`config.mk`:
```
export PLATFORM = sky130hd
export DESIGN_NAME = adc_frame_sampler
export DESIGN_NICKNAME = d
export VERILOG_FILES = /design/src/rtl/adc_pkg.sv /design/src/rtl/adc_sclk_tick.sv /design/src/rtl/adc_frame_sampler.sv
export SDC_FILE = /design/constraint.sdc
export NUM_CORES = 1
export LEC_CHECK = 0
export BUFFER_PORTS_ARGS = -buffer_cell sky130_fd_sc_hd__buf_2
export CAP_MARGIN = 10
export CORE_MARGIN = 3
export CORE_UTILIZATION = 58
export CTS_CLUSTER_DIAMETER = 100
export DETAILED_ROUTE_END_ITERATION = 16
export PLACE_DENSITY = 0.77
export SYNTH_ARGS = -nofsm -noshare
export SYNTH_HDL_FRONTEND = slang
export SYNTH_SLANG_ARGS = --single-unit
```
`constraint.sdc`:
```
create_clock -name clk -period 2.8 [get_ports clk]
set_clock_uncertainty 0.2 [all_clocks]
set_input_delay 0 -clock clk [delete_from_list [all_inputs] [get_ports clk]]
set_output_delay 0 -clock clk [all_outputs]
set_load 0.005 [all_outputs]
```
`src/rtl/adc_pkg.sv`:
```
// Shared types and frame constants for the MCP3204 conversion sequencer.
package adc_pkg;

  typedef enum logic [1:0] {IDLE, SETUP, SHIFT, HOLD} state_e;

  localparam int unsigned FRAME_RISES     = 19;
  localparam int unsigned CMD_BITS        = 5;
  localparam int unsigned FIRST_DATA_RISE = 8;
  localparam int unsigned SAMPLE_BITS     = 12;

  // Command bit to present after `rise` rising edges have been issued; 0 once the
  // command {start, sgl_diff, D2, D1, D0} is exhausted.
  function automatic logic cmd_bit(logic [CMD_BITS-1:0] cmd, logic [4:0] rise);
    logic [2:0] idx;
    idx = 3'(CMD_BITS - 1) - rise[2:0];
    return (rise < 5'(CMD_BITS)) ? cmd[idx] : 1'b0;
  endfunction

endpackage

```
`src/rtl/adc_sclk_tick.sv`:
```
// Half-period timer: one-cycle tick every HALF cycles while enabled, cleared when idle.
module adc_sclk_tick #(
  parameter int unsigned HALF = 500
) (
  input  logic clk,
  input  logic rst,
  input  logic en_i,
  output logic tick_o
);

  localparam int unsigned CntW = (HALF > 1) ? $clog2(HALF) : 1;

  logic [CntW-1:0] cnt_q, cnt_d;

  assign tick_o = en_i && (cnt_q == CntW'(HALF - 1));

  // Count up while enabled, wrapping to 0 on each tick.
  always_comb begin
    cnt_d = cnt_q;
    if (!en_i || tick_o) begin
      cnt_d = '0;
    end else begin
      cnt_d = cnt_q + CntW'(1);
    end
  end

  // Counter register.
  always_ff @(posedge clk or posedge rst) begin
    if (rst) begin
      cnt_q <= '0;
    end else begin
      cnt_q <= cnt_d;
    end
  end

endmodule

```
`src/rtl/adc_frame_sampler.sv`:
```
// MCP3204 conversion frame sequencer: CS, SCLK, command on MOSI, 12-bit capture on MISO.
// The FSM and its internal SCLK/MOSI levels run one cycle ahead of the pins; every pin is a
// registered copy, so pin edges land one cycle after the internal events.
module adc_frame_sampler
  import adc_pkg::*;
#(
  parameter int unsigned HALF = 500
) (
  input  logic        clk,
  input  logic        rst,
  input  logic        start,
  input  logic        sgl_diff,
  input  logic [2:0]  channel,
  output logic        busy,
  output logic [11:0] sample,
  output logic        sample_valid,
  output logic        cs_n,
  output logic        sclk,
  output logic        mosi,
  input  logic        miso
);

  state_e                 state_q, state_d;
  logic                   sclk_lvl_q, sclk_lvl_d;
  logic [4:0]             rise_q, rise_d;
  logic                   mosi_lvl_q, mosi_lvl_d;
  logic [CMD_BITS-1:0]    cmd_q, cmd_d;
  logic [SAMPLE_BITS-1:0] shift_q, shift_d;
  logic                   done_q, done_d;
  logic                   miso_s1_q, miso_s2_q;

  logic                   cs_n_q, sclk_q, mosi_q, busy_q, sample_valid_q;
  logic [SAMPLE_BITS-1:0] sample_q;

  logic                   tick, tick_en, in_frame;
  logic [4:0]             rise_inc;

  assign tick_en  = (state_q != IDLE);
  assign in_frame = (state_q == SETUP) || (state_q == SHIFT);
  assign rise_inc = rise_q + 5'd1;

  adc_sclk_tick #(
    .HALF(HALF)
  ) u_tick (
    .clk   (clk),
    .rst   (rst),
    .en_i  (tick_en),
    .tick_o(tick)
  );

  // Two-flop synchronizer for the asynchronous MISO line.
  always_ff @(posedge clk or posedge rst) begin
    if (rst) begin
      miso_s1_q <= 1'b0;
      miso_s2_q <= 1'b0;
    end else begin
      miso_s1_q <= miso;
      miso_s2_q <= miso_s1_q;
    end
  end

  // FSM and internal frame state registers.
  always_ff @(posedge clk or posedge rst) begin
    if (rst) begin
      state_q    <= IDLE;
      sclk_lvl_q <= 1'b0;
      rise_q     <= '0;
      mosi_lvl_q <= 1'b0;
      cmd_q      <= '0;
      shift_q    <= '0;
      done_q     <= 1'b0;
    end else begin
      state_q    <= state_d;
      sclk_lvl_q <= sclk_lvl_d;
      rise_q     <= rise_d;
      mosi_lvl_q <= mosi_lvl_d;
      cmd_q      <= cmd_d;
      shift_q    <= shift_d;
      done_q     <= done_d;
    end
  end

  // Next-state: SCLK toggles on each tick; MOSI only moves on falling ticks.
  always_comb begin
    state_d    = state_q;
    sclk_lvl_d = sclk_lvl_q;
    rise_d     = rise_q;
    mosi_lvl_d = mosi_lvl_q;
    cmd_d      = cmd_q;
    shift_d    = shift_q;
    done_d     = 1'b0;
    unique case (state_q)
      IDLE: begin
        sclk_lvl_d = 1'b0;
        rise_d     = '0;
        mosi_lvl_d = 1'b0;
        if (start) begin
          cmd_d      = {1'b1, sgl_diff, channel};
          mosi_lvl_d = 1'b1;
          state_d    = SETUP;
        end
      end
      SETUP: begin
        if (tick) begin
          sclk_lvl_d = 1'b1;
          rise_d     = 5'd1;
          state_d    = SHIFT;
        end
      end
      SHIFT: begin
        if (tick) begin
          if (!sclk_lvl_q) begin
            sclk_lvl_d = 1'b1;
            rise_d     = rise_inc;
            if (rise_inc >= 5'(FIRST_DATA_RISE)) begin
              shift_d = {shift_q[SAMPLE_BITS-2:0], miso_s2_q};
            end
          end else begin
            sclk_lvl_d = 1'b0;
            if (rise_q == 5'(FRAME_RISES)) begin
              mosi_lvl_d = 1'b0;
              done_d     = 1'b1;
              state_d    = HOLD;
            end else begin
              mosi_lvl_d = cmd_bit(cmd_q, rise_q);
            end
          end
        end
      end
      HOLD: begin
        if (tick) begin
          state_d = IDLE;
        end
      end
    endcase
  end

  // Registered pin drivers and sample output.
  always_ff @(posedge clk or posedge rst) begin
    if (rst) begin
      cs_n_q         <= 1'b1;
      sclk_q         <= 1'b0;
      mosi_q         <= 1'b0;
      busy_q         <= 1'b0;
      sample_valid_q <= 1'b0;
      sample_q       <= '0;
    end else begin
      cs_n_q         <= !in_frame;
      sclk_q         <= sclk_lvl_q;
      mosi_q         <= in_frame ? mosi_lvl_q : 1'b0;
      busy_q         <= (state_q != IDLE);
      sample_valid_q <= done_q;
      if (done_q) begin
        sample_q <= shift_q;
      end
    end
  end

  assign cs_n         = cs_n_q;
  assign sclk         = sclk_q;
  assign mosi         = mosi_q;
  assign busy         = busy_q;
  assign sample       = sample_q;
  assign sample_valid = sample_valid_q;

endmodule

```
==> impl_metrics.yaml, run 1 <==
clock_tree:
  cts_tree: "yes"
  cts_sinks: 55
  h-tree-depth: 2
  clk_latency_ns: 0.31
  clkTransAtPathRegs_ns: 0.09
  numCtsBuffers: 5
  cts-root-buf: "clkbuf_8"
  cts_max_path_buffers: 2
cells_and_area:
  stdcell_area_sq_um: 2920
  syn_to_final_growth_pct: 16.1
  instances_no_fill: 286
  nFillCells: 284
  final_nets: 252
  drive_above_1_share_pct: 29.7
  diodes: 0
routing:
  ant_nets: 0
  viasPerCell: 5.55
  vias: 1586
  wl_um: 4300
  post-route-drc-count: 0
  wl_per_cell_um: 15.0
  drt_iter0_markers: 75
  dr.pass1.iters: 5
power_and_ir_drop:
  power.density_nw_per_um2: 470
  p_sw_uw: 272
  clockPowerShare_pct: 39.9
  p_seq_share_pct: 58.0
  cellInternalPower_mw: 1.10
  ir_drop_uv: 355
  sw_frac_of_total_pct: 19.8
  p_leak_nw: 1.48
  combPwrFrac_pct: 2.1
global_route:
  grt_max_degree: 36
  grt_antenna_before_repair: 0
  overflow: 0
  grt_pass1_vias: 1624
  grt_pass1_wl_um: 7560
  grt_use_total_pct: 19.1
timing:
  period_minus_slack_ns: 2.45
  tns_ns: 0
  tightest_slew_ns: 0.875
  maxSlewViolCount: 0
  setup_viol: 0
  final_hold_viol_count: 0
  slew_headroom_pct: 41.5
  fmax_mhz: 409
  grt_setup_unrepaired: "false"
  post-route-period-util_pct: 87.4
yosys:
  synth-seq-cells: 55
  synthCells: 195
  synth-edff-count: 0
  seq_area_frac_synth_pct: 54.8
  synth_area_sq_um: 2510
  synth_flop_cell: "dfrtp_1"
  synthArstFlopShare_pct: 100
  synth_cell_type_count: 40
  synth_warnings: 0
  synth.avg_cell_area_sq_um: 12.9
  synth_nets: 212
worst_setup_path:
  critical_path.top_delay_family: "compound AO/OA/AOI/OAI gates"
  crit_fanout: 12
  crit_type: "reg -> reg"
  cp_slowest_cell: "o211ai_2"
  cp_slowest_stage_delay_ns: 0.73
  arrival_ns: 2.45
  crit_buf_inv: 1
  cp-end-kind: "flop"
  critPathLaunchType: "flop"
  crit_chain: "inv_1 -> ha_1 -> nand2b_1 -> mux2i_1 -> o211ai_2 -> mux2_2"
  required_ns: 2.80
flow_run:
  cap_violations: 0
run_status:
  status: "complete, no violations"
floorplan:
  core-area_sq_um: 4090
  start_util_pct: 61.5
  die_x_um: 71.9
  io_pins: 25
  fp.dieH_um: 71.9
  rows: 23
  dieArea_sq_um: 5160
placed_design:
  gp_congestion: 0.846
  dpl.hpwl_um: 3000
  placed_area_sq_um: 2690
  io_buffers: 24
  dp.cells: 267
hold_path:
  worst_hold_path_type: "in -> async"
==> through the flow <==
stage | utilization [%] | hold slack, ns | total power, mW | setup slack [ns]
after global placement | 65.8 | -0.189 | 0.833 | 0.518
after floorplan | - | -0.169 | 0.823 | 0.850
final | 71.4 | 0.0224 | 1.37 | 0.354
after detailed placement | 65.8 | -0.179 | 0.834 | 0.374
after global routing | 71.4 | 0.0512 | 1.43 | 0.167
after CTS | 71.4 | 0.0292 | 1.39 | 0.346
==> layer usage <==
layer  vias up  track usage [%]  part of all wire (%)
met5         -                0                     0
met4         0             6.68                  0.81
met3         4             6.03                   4.4
met2        39             32.3                    51
met1       785             23.1                    44
li1        758                -                     -
==> power groups by stage <==
stage	registers, mW	logic, mW	clock network [mW]
after floorplan	0.811	0.0121	0
after global placement	0.811	0.0214	0
after detailed placement	0.811	0.0228	0
after CTS	0.796	0.0301	0.567
after global routing	0.796	0.0336	0.597
final	0.796	0.0288	0.548
==> worst register-to-register path, delay by kind of cell (launching register included) <==
kind	cells	cell delay (ns)
adder cells (fa/ha/maj)	1	0.26
AND/OR/NAND/NOR	1	0.10
flip-flops	1	0.42
multiplexers	2	0.52
AO/OA/AOI/OAI	1	0.73
buffers and inverters	1	0.11
==> cell usage in the layout, fill, tap and decap left out, drive strengths merged, types with 3 or more instances in the layout <==
master       netlist  final
a21oi              5      5
and2               3      3
buf                4     26
clkbuf             0      6
dfrtp             54     54
dlygate4sd3        0     11
ha                 9      9
inv               12     13
mux2              29     29
mux2i             10     10
nand2             10     10
nand2b             4      4
nand3              4      4
nor2              14     14
nor4               3      3
o21ai              7      7
xor2               5      5
==> cell usage after synthesis, types with 2 or more instances <==
master	n	share of area (%)
inv_1	12	1.8
ha_1	9	4.5
nor2_1	14	2.1
and2_1	3	0.75
xor2_1	5	1.7
dfrtp_1	54	54
mux2_2	19	8.5
a21oi_1	5	0.99
mux2i_1	10	4.0
or3_1	2	0.50
o21ai_0	5	0.99
nand2b_1	4	0.99
buf_2	2	0.40
xnor2_1	2	0.70
nand3_1	4	0.80
nor4_1	3	0.75
nand2_1	10	1.5
mux2_4	10	6.0
==> cells by family (layout without fill, tap and decap cells) <==
family | Yosys count | after routing | share of synthesized area (%)
and+or+nand+nor | 49 | 49 | 11.6
AOI/OAI and AO/OA | 20 | 20 | 5.42
buffers and inverters | 16 | 57 | 2.79
xor gates and xnor gates | 7 | 7 | 2.44
DFF | 55 | 55 | 54.8
muxes | 39 | 39 | 18.5
adders and majority gates | 9 | 9 | 4.48
==> sequential cells by signal, summed over array words and instances, names as in the netlist <==
name          flops
sample_valid      1
sclk_lvl_q        1
sclk              1
done_q            1
miso_s2_q         1
mosi_lvl_q        1
sample           12
cs_n              1
state_q           2
cmd_q             5
rise_q            5
u_tick.cnt_q      9
miso_s1_q         1
shift_q          12
busy              1
mosi              1
==> area by class of cell <==
cell class	instances	area [sq um]	share of cell area, %
inverter	12	45.0	1.54
sequential	55	1380	47.2
timing repair buffer	37	245	8.40
clock inverter	2	38.8	1.33
tap	50	62.6	2.14
multi-input combinational	124	1070	36.6
clock buffer	6	82.6	2.83
==> timing repair <==
action | CTS | global route
hold buffers | 11 | 0
buffers inserted | 0 | 0
resized for setup | 0 | 0
endpoints found under the hold margin | 62 | 0
==> final timing paths <==
kind                                             start                      to  slack [ns]  depth (start not counted)
max in group asynchronous                          rst   rise_q[3]$_DFFE_PP0P_        1.60                          4
min in group clk                                  miso     miso_s1_q$_DFF_PP0_        0.14                          2
worst max register to register  state_q[0]$_DFFE_PP0P_  shift_q[5]$_DFFE_PP0P_        0.35                          6
worst max-delay path            state_q[0]$_DFFE_PP0P_  shift_q[5]$_DFFE_PP0P_        0.35                          6
worst min register to register     miso_s1_q$_DFF_PP0_     miso_s2_q$_DFF_PP0_        0.18                          0
worst min-delay path                               rst  sclk_lvl_q$_DFFE_PP0P_        0.02                          3
No activity file was read; power rests on OpenSTA's default activity.
==> inputs of run 2 (changes only) <==
--- a/config.mk
+++ b/config.mk
@@ -8,10 +8,11 @@
 export BUFFER_PORTS_ARGS = -buffer_cell sky130_fd_sc_hd__buf_2
 export CAP_MARGIN = 10
 export CORE_MARGIN = 3
-export CORE_UTILIZATION = 58
+export CORE_UTILIZATION = 61
+export CTS_BUF_LIST = sky130_fd_sc_hd__clkbuf_8
 export CTS_CLUSTER_DIAMETER = 100
 export DETAILED_ROUTE_END_ITERATION = 16
-export PLACE_DENSITY = 0.77
+export PLACE_DENSITY = 0.81
 export SYNTH_ARGS = -nofsm -noshare
 export SYNTH_HDL_FRONTEND = slang
 export SYNTH_SLANG_ARGS = --single-unit
==> impl_metrics.yaml, run 2 (synthesized netlist as in run 1, its figures left out) <==
run_status:
  status: "complete, no violations"
routing:
  viasPerCell: 5.52
  post-route-drc-count: 0
  met2_length_um: 2060
  route.met3.wl_um: 136
  vias: 1539
  wl_per_cell_um: 14.8
  wl_um: 4120
  dr.pass1.iters: 4
  ant_nets: 0
  top_layer: "met4"
  wl_met1_um: 1830
  drt_iter0_markers: 76
timing:
  grt_setup_unrepaired: "false"
  maxSlewViolCount: 0
  slew_headroom_pct: 29.3
  period_minus_slack_ns: 2.45
  setup_viol: 0
  tightest_slew_ns: 1.06
  holdWs_ns: 0.127
  post-route-period-util_pct: 87.3
  tns_ns: 0
  fmax_mhz: 409
  final_hold_viol_count: 0
worst_setup_path:
  critPathLaunchType: "flop"
  path_depth: 6
  worstSetupStartpoint: "state_q[0]$_DFFE_PP0P_"
  cp_slowest_cell: "o211ai_2"
  arrival_ns: 2.44
  cp-end-kind: "flop"
  rr_worst_depth: 6
  cp_slowest_stage_delay_ns: 0.71
  crit_buf_inv: 1
  endpoint: "shift_q[4]$_DFFE_PP0P_"
  r2r-end: "shift_q[4]$_DFFE_PP0P_"
  critical_path.top_delay_family: "compound AO/OA/AOI/OAI gates"
  crit_chain: "inv_1 -> ha_1 -> nand2b_1 -> mux2i_1 -> o211ai_2 -> mux2_2"
  reg2reg_from: "state_q[0]$_DFFE_PP0P_"
  reg2reg_slack_ns: 0.35
  crit_fanout: 12
  crit_type: "reg -> reg"
  required_ns: 2.80
clock_tree:
  numCtsBuffers: 5
  cts_max_path_buffers: 2
  clkTransAtPathRegs_ns: 0.09
  cts_tree: "yes"
  cts_resized: 0
  clk_latency_ns: 0.30
  cts-root-buf: "clkbuf_8"
  cts_sinks: 55
  h-tree-depth: 2
cells_and_area:
  drive_above_1_share_pct: 29.9
  final_nets: 247
  nFillCells: 258
  final_cell_mix: "dfrtp_1, buf_2, mux2_2, nor2_1, inv_1"
  syn_to_final_growth_pct: 13.2
  diodes: 0
  multi_input_area_sq_um: 1070
  register_area_sq_um: 1380
  mostFrequentLayoutCell: "dfrtp_1"
floorplan:
  io_pins: 25
  core-area_sq_um: 3830
  start_util_pct: 65.7
  fp.dieH_um: 70.2
  dieArea_sq_um: 4930
  rows: 22
  die_x_um: 70.2
placed_design:
  io_buffers: 24
  dpl.hpwl_um: 2890
  gp_congestion: 0.799
global_route:
  grt_pass1_vias: 1514
  overflow: 0
  grt_use_total_pct: 18.0
  grt_antenna_before_repair: 0
  grt_max_degree: 56
  grt_pass1_wl_um: 7000
power_and_ir_drop:
  power.density_nw_per_um2: 448
  p_leak_nw: 1.44
  ir_drop_uv: 333
  total_power_mw: 1.28
hold_path:
  worst_hold_path_type: "in -> reg"
  hold_start: "miso"
flow_run:
  cap_violations: 0
## run 2: cell types whose count changed in the layout (fill, tap and decap cells not counted)
cell,previous run,this run
dlygate4sd3_1,11,7
buf_4,2,1
bufinv_16,1,0
clkinv_4,0,1
clkinvlp_4,0,1
inv_6,1,0
## run 2: worst min path at each step
stage | endpoint | slack [ns] | cells after the start
final | miso_s1_q$_DFF_PP0_ | 0.13 | 2
after global routing | miso_s1_q$_DFF_PP0_ | 0.14 | 2
after CTS | miso_s1_q$_DFF_PP0_ | 0.13 | 2
after detailed placement | miso_s1_q$_DFF_PP0_ | -0.09 | 1
after global placement | miso_s1_q$_DFF_PP0_ | -0.09 | 1
after floorplan | miso_s1_q$_DFF_PP0_ | -0.17 | 0
## run 2: stage by stage
step	setup WS, ns	util, %	instances	cell area (sq um)
floorplan	0.850	-	195	2510
global placement	0.512	70.0	264	2680
detailed placement	0.368	70.0	264	2680
CTS	0.376	74.4	279	2850
global route	0.262	74.4	279	2850
finish	0.355	74.4	279	2850
## run 2: layer usage
layer,global-route usage (%),up-vias
met1,23.1,759
met5,0,-
li1,-,747
met4,7.66,0
met3,4.75,7
met2,28.9,26
## run 2: cell type report
class                   instances  area share, %
clock inverters                 2          0.571
repair buffers                 32           6.95
inverters                      12           1.58
clock buffers                   6           2.90
flip-flops and latches         55           48.4
multi-input cells             124           37.5
well taps                      48           2.11
## run 2: where the power goes
part / total, mW / switching, mW / internal (mW) / leakage (nW)
clock: 0.453 / 0.251 / 0.202 / 0.0474
sequential: 0.796 / 0.000473 / 0.795 / 0.725
combinational: 0.0275 / 0.0174 / 0.0101 / 0.663
## run 2: what timing repair did
action / in CTS / in global routing
hold buffers: 7 / 0
buffers inserted: 0 / 0
hold endpoints to repair: 61 / 0
==> inputs of run 3 (changes only) <==
--- a/config.mk
+++ b/config.mk
@@ -5,14 +5,15 @@
 export SDC_FILE = /design/constraint.sdc
 export NUM_CORES = 1
 export LEC_CHECK = 0
+export ABC_AREA = 1
 export BUFFER_PORTS_ARGS = -buffer_cell sky130_fd_sc_hd__buf_2
 export CAP_MARGIN = 10
 export CORE_MARGIN = 3
-export CORE_UTILIZATION = 61
+export CORE_UTILIZATION = 55
 export CTS_BUF_LIST = sky130_fd_sc_hd__clkbuf_8
 export CTS_CLUSTER_DIAMETER = 100
 export DETAILED_ROUTE_END_ITERATION = 16
-export PLACE_DENSITY = 0.81
+export PLACE_DENSITY = 0.74
 export SYNTH_ARGS = -nofsm -noshare
 export SYNTH_HDL_FRONTEND = slang
 export SYNTH_SLANG_ARGS = --single-unit
==> impl_metrics.yaml, run 3 <==
power_and_ir_drop:
  p_sw_uw: 760
  clockPowerShare_pct: 24.6
  combPwrFrac_pct: 30.4
  cellInternalPower_mw: 1.45
  p_seq_share_pct: 45.0
  power.density_nw_per_um2: 760
  total_power_mw: 2.21
  p_leak_nw: 1.55
  ir_drop_uv: 595
  sw_frac_of_total_pct: 34.4
run_status:
  status: "complete, no violations"
timing:
  maxSlewViolCount: 0
  tns_ns: 0
  post-route-period-util_pct: 78.0
  fin_ws_ns: 0.616
  holdWs_ns: 0.119
  fmax_mhz: 458
  setup_viol: 0
  tightest_slew_ns: 0.657
  final_hold_viol_count: 0
  period_minus_slack_ns: 2.18
  grt_setup_unrepaired: "false"
  slew_headroom_pct: 56.2
cells_and_area:
  diodes: 0
  instances_no_fill: 349
  register_area_sq_um: 1380
  multi_input_area_sq_um: 1010
  nFillCells: 377
  drive_above_1_share_pct: 21.9
  fin_util_pct: 65.9
  mostFrequentLayoutCell: "nand2_1"
  stdcell_area_sq_um: 2910
  final_cell_mix: "nand2_1, dfrtp_1, inv_1, buf_2, nand3_1"
  final_nets: 313
  syn_to_final_growth_pct: 14.6
global_route:
  grt_pass1_wl_um: 7670
  grt_antenna_before_repair: 0
  grt_max_degree: 56
  grt_pass1_vias: 1761
  overflow: 0
  grt_use_total_pct: 18.5
placed_design:
  gp_congestion: 0.774
  dp.cells: 330
  placed_area_sq_um: 2680
  dpl.hpwl_um: 3060
  io_buffers: 24
  dp_slack_ns: 0.879
yosys:
  synthArstFlopShare_pct: 100
  seq_area_frac_synth_pct: 54.3
  synth_flop_cell: "dfrtp_1"
  synth-seq-cells: 55
  synth_area_sq_um: 2540
  synth_nets: 276
  synth_top_cell_by_area: "dfrtp_1"
  ys_top_cells_by_area: "dfrtp_1, nand2_1, mux2_2, ha_1, nand3_1"
  synth_warnings: 0
  synth-edff-count: 0
  synthCells: 259
  synth_top_area_share_pct: 53.2
  synthTopCellsByCount: "nand2_1, dfrtp_1, inv_1, nand3_1, mux2_2"
  synth.avg_cell_area_sq_um: 9.80
  synth_cell_type_count: 29
  yosysMostFrequentCell: "nand2_1"
clock_tree:
  cts_max_path_buffers: 2
  clk_latency_ns: 0.32
  post_cts_buffers: 0
  h-tree-depth: 2
  numCtsBuffers: 5
  cts_resized: 0
  cts_tree: "yes"
  ctsHoldBuffers: 11
  cts_sinks: 55
  cts-root-buf: "clkbuf_8"
  clkTransAtPathRegs_ns: 0.10
routing:
  wl_per_cell_um: 12.8
  viasPerCell: 5.15
  wl_um: 4450
  dr.pass1.iters: 4
  vias: 1796
  drt_iter0_markers: 117
  post-route-drc-count: 0
  ant_nets: 0
floorplan:
  start_util_pct: 57.5
  core-area_sq_um: 4410
  fp.dieH_um: 73.9
  dieArea_sq_um: 5470
  rows: 24
  io_pins: 25
  die_x_um: 73.9
worst_setup_path:
  critPathLaunchType: "flop"
  crit_type: "reg -> reg"
  cp-end-kind: "flop"
  required_ns: 2.81
  crit_fanout: 5
  arrival_ns: 2.19
  reg2reg_slack_ns: 0.62
hold_path:
  worst_hold_path_type: "in -> reg"
flow_run:
  cap_violations: 0
run 3: changes by cell type in the layout (fill, tap and decap cells not counted), moves of 3 or more:
cell,change
nor4_1,-3
mux2_2,-3
nor3b_1,+3
inv_1,+13
mux2i_1,-10
nand3_1,+17
mux2_4,-10
xor2_1,-4
nand2b_1,-4
nor3_1,+4
and2_1,-3
dlygate4sd3_1,+4
o21ai_0,+5
nand2_1,+61
run 3: path summary, 6_finish.rpt:
path	startpoint	end	depth (start not counted)
hold / removal	miso	miso_s1_q$_DFF_PP0_	2
min in group asynchronous	rst	sample[10]$_DFFE_PP0P_	4
max in group asynchronous	rst	rise_q[1]$_DFFE_PP0P_	4
setup / recovery	state_q[0]$_DFFE_PP0P_	cmd_q[3]$_DFFE_PP0P_	5
hold reg to reg	miso_s1_q$_DFF_PP0_	miso_s2_q$_DFF_PP0_	0
setup reg to reg	state_q[0]$_DFFE_PP0P_	cmd_q[3]$_DFFE_PP0P_	5
run 3: final cells by class:
type | count | area share [%]
sequential | 55 | 47.4
tap | 52 | 2.24
timing repair buffer | 36 | 8.17
multi-input combinational | 171 | 34.8
clock inverter | 3 | 1.59
inverter | 27 | 3.48
clock buffer | 5 | 2.37
run 3: cells by family after synthesis:
group | count (synthesis) | share of synthesized area [%]
buffers and inverters | 33 | 5.86
AO/OA/AOI/OAI | 18 | 3.89
AND/OR/NAND/NOR | 126 | 23.8
adder cells (fa/ha/maj) | 9 | 4.44
multiplexers | 16 | 7.10
XOR/XNOR | 2 | 0.690
flip-flops | 55 | 54.3
run 3: routing by layer:
layer | track usage (%) | part of all wire, % | up-vias
met1 | 24.2 | 47 | 859
met5 | 0 | 0 | -
met3 | 5.68 | 4.0 | 7
met2 | 29.2 | 47 | 26
met4 | 7.04 | 1.5 | 0
li1 | - | - | 904
run 3: worst max-delay path, cell delays in order, from the launching register on:
cell and delay, ns:
dfrtp_1 0.44, inv_1 0.11, ha_1 0.24, nand2_1 0.17
mux2_2 0.36, dlygate4sd3_1 0.56
run 3: power by group through the flow:
stage	Sequential (mW)	Combinational (mW)	Clock, mW
after floorplan	0.990	0.467	0
after global placement	1.00	0.602	0
after detailed placement	1.01	0.622	0
after CTS	0.994	0.677	0.557
after global routing	1.01	0.770	0.583
final	0.995	0.672	0.544
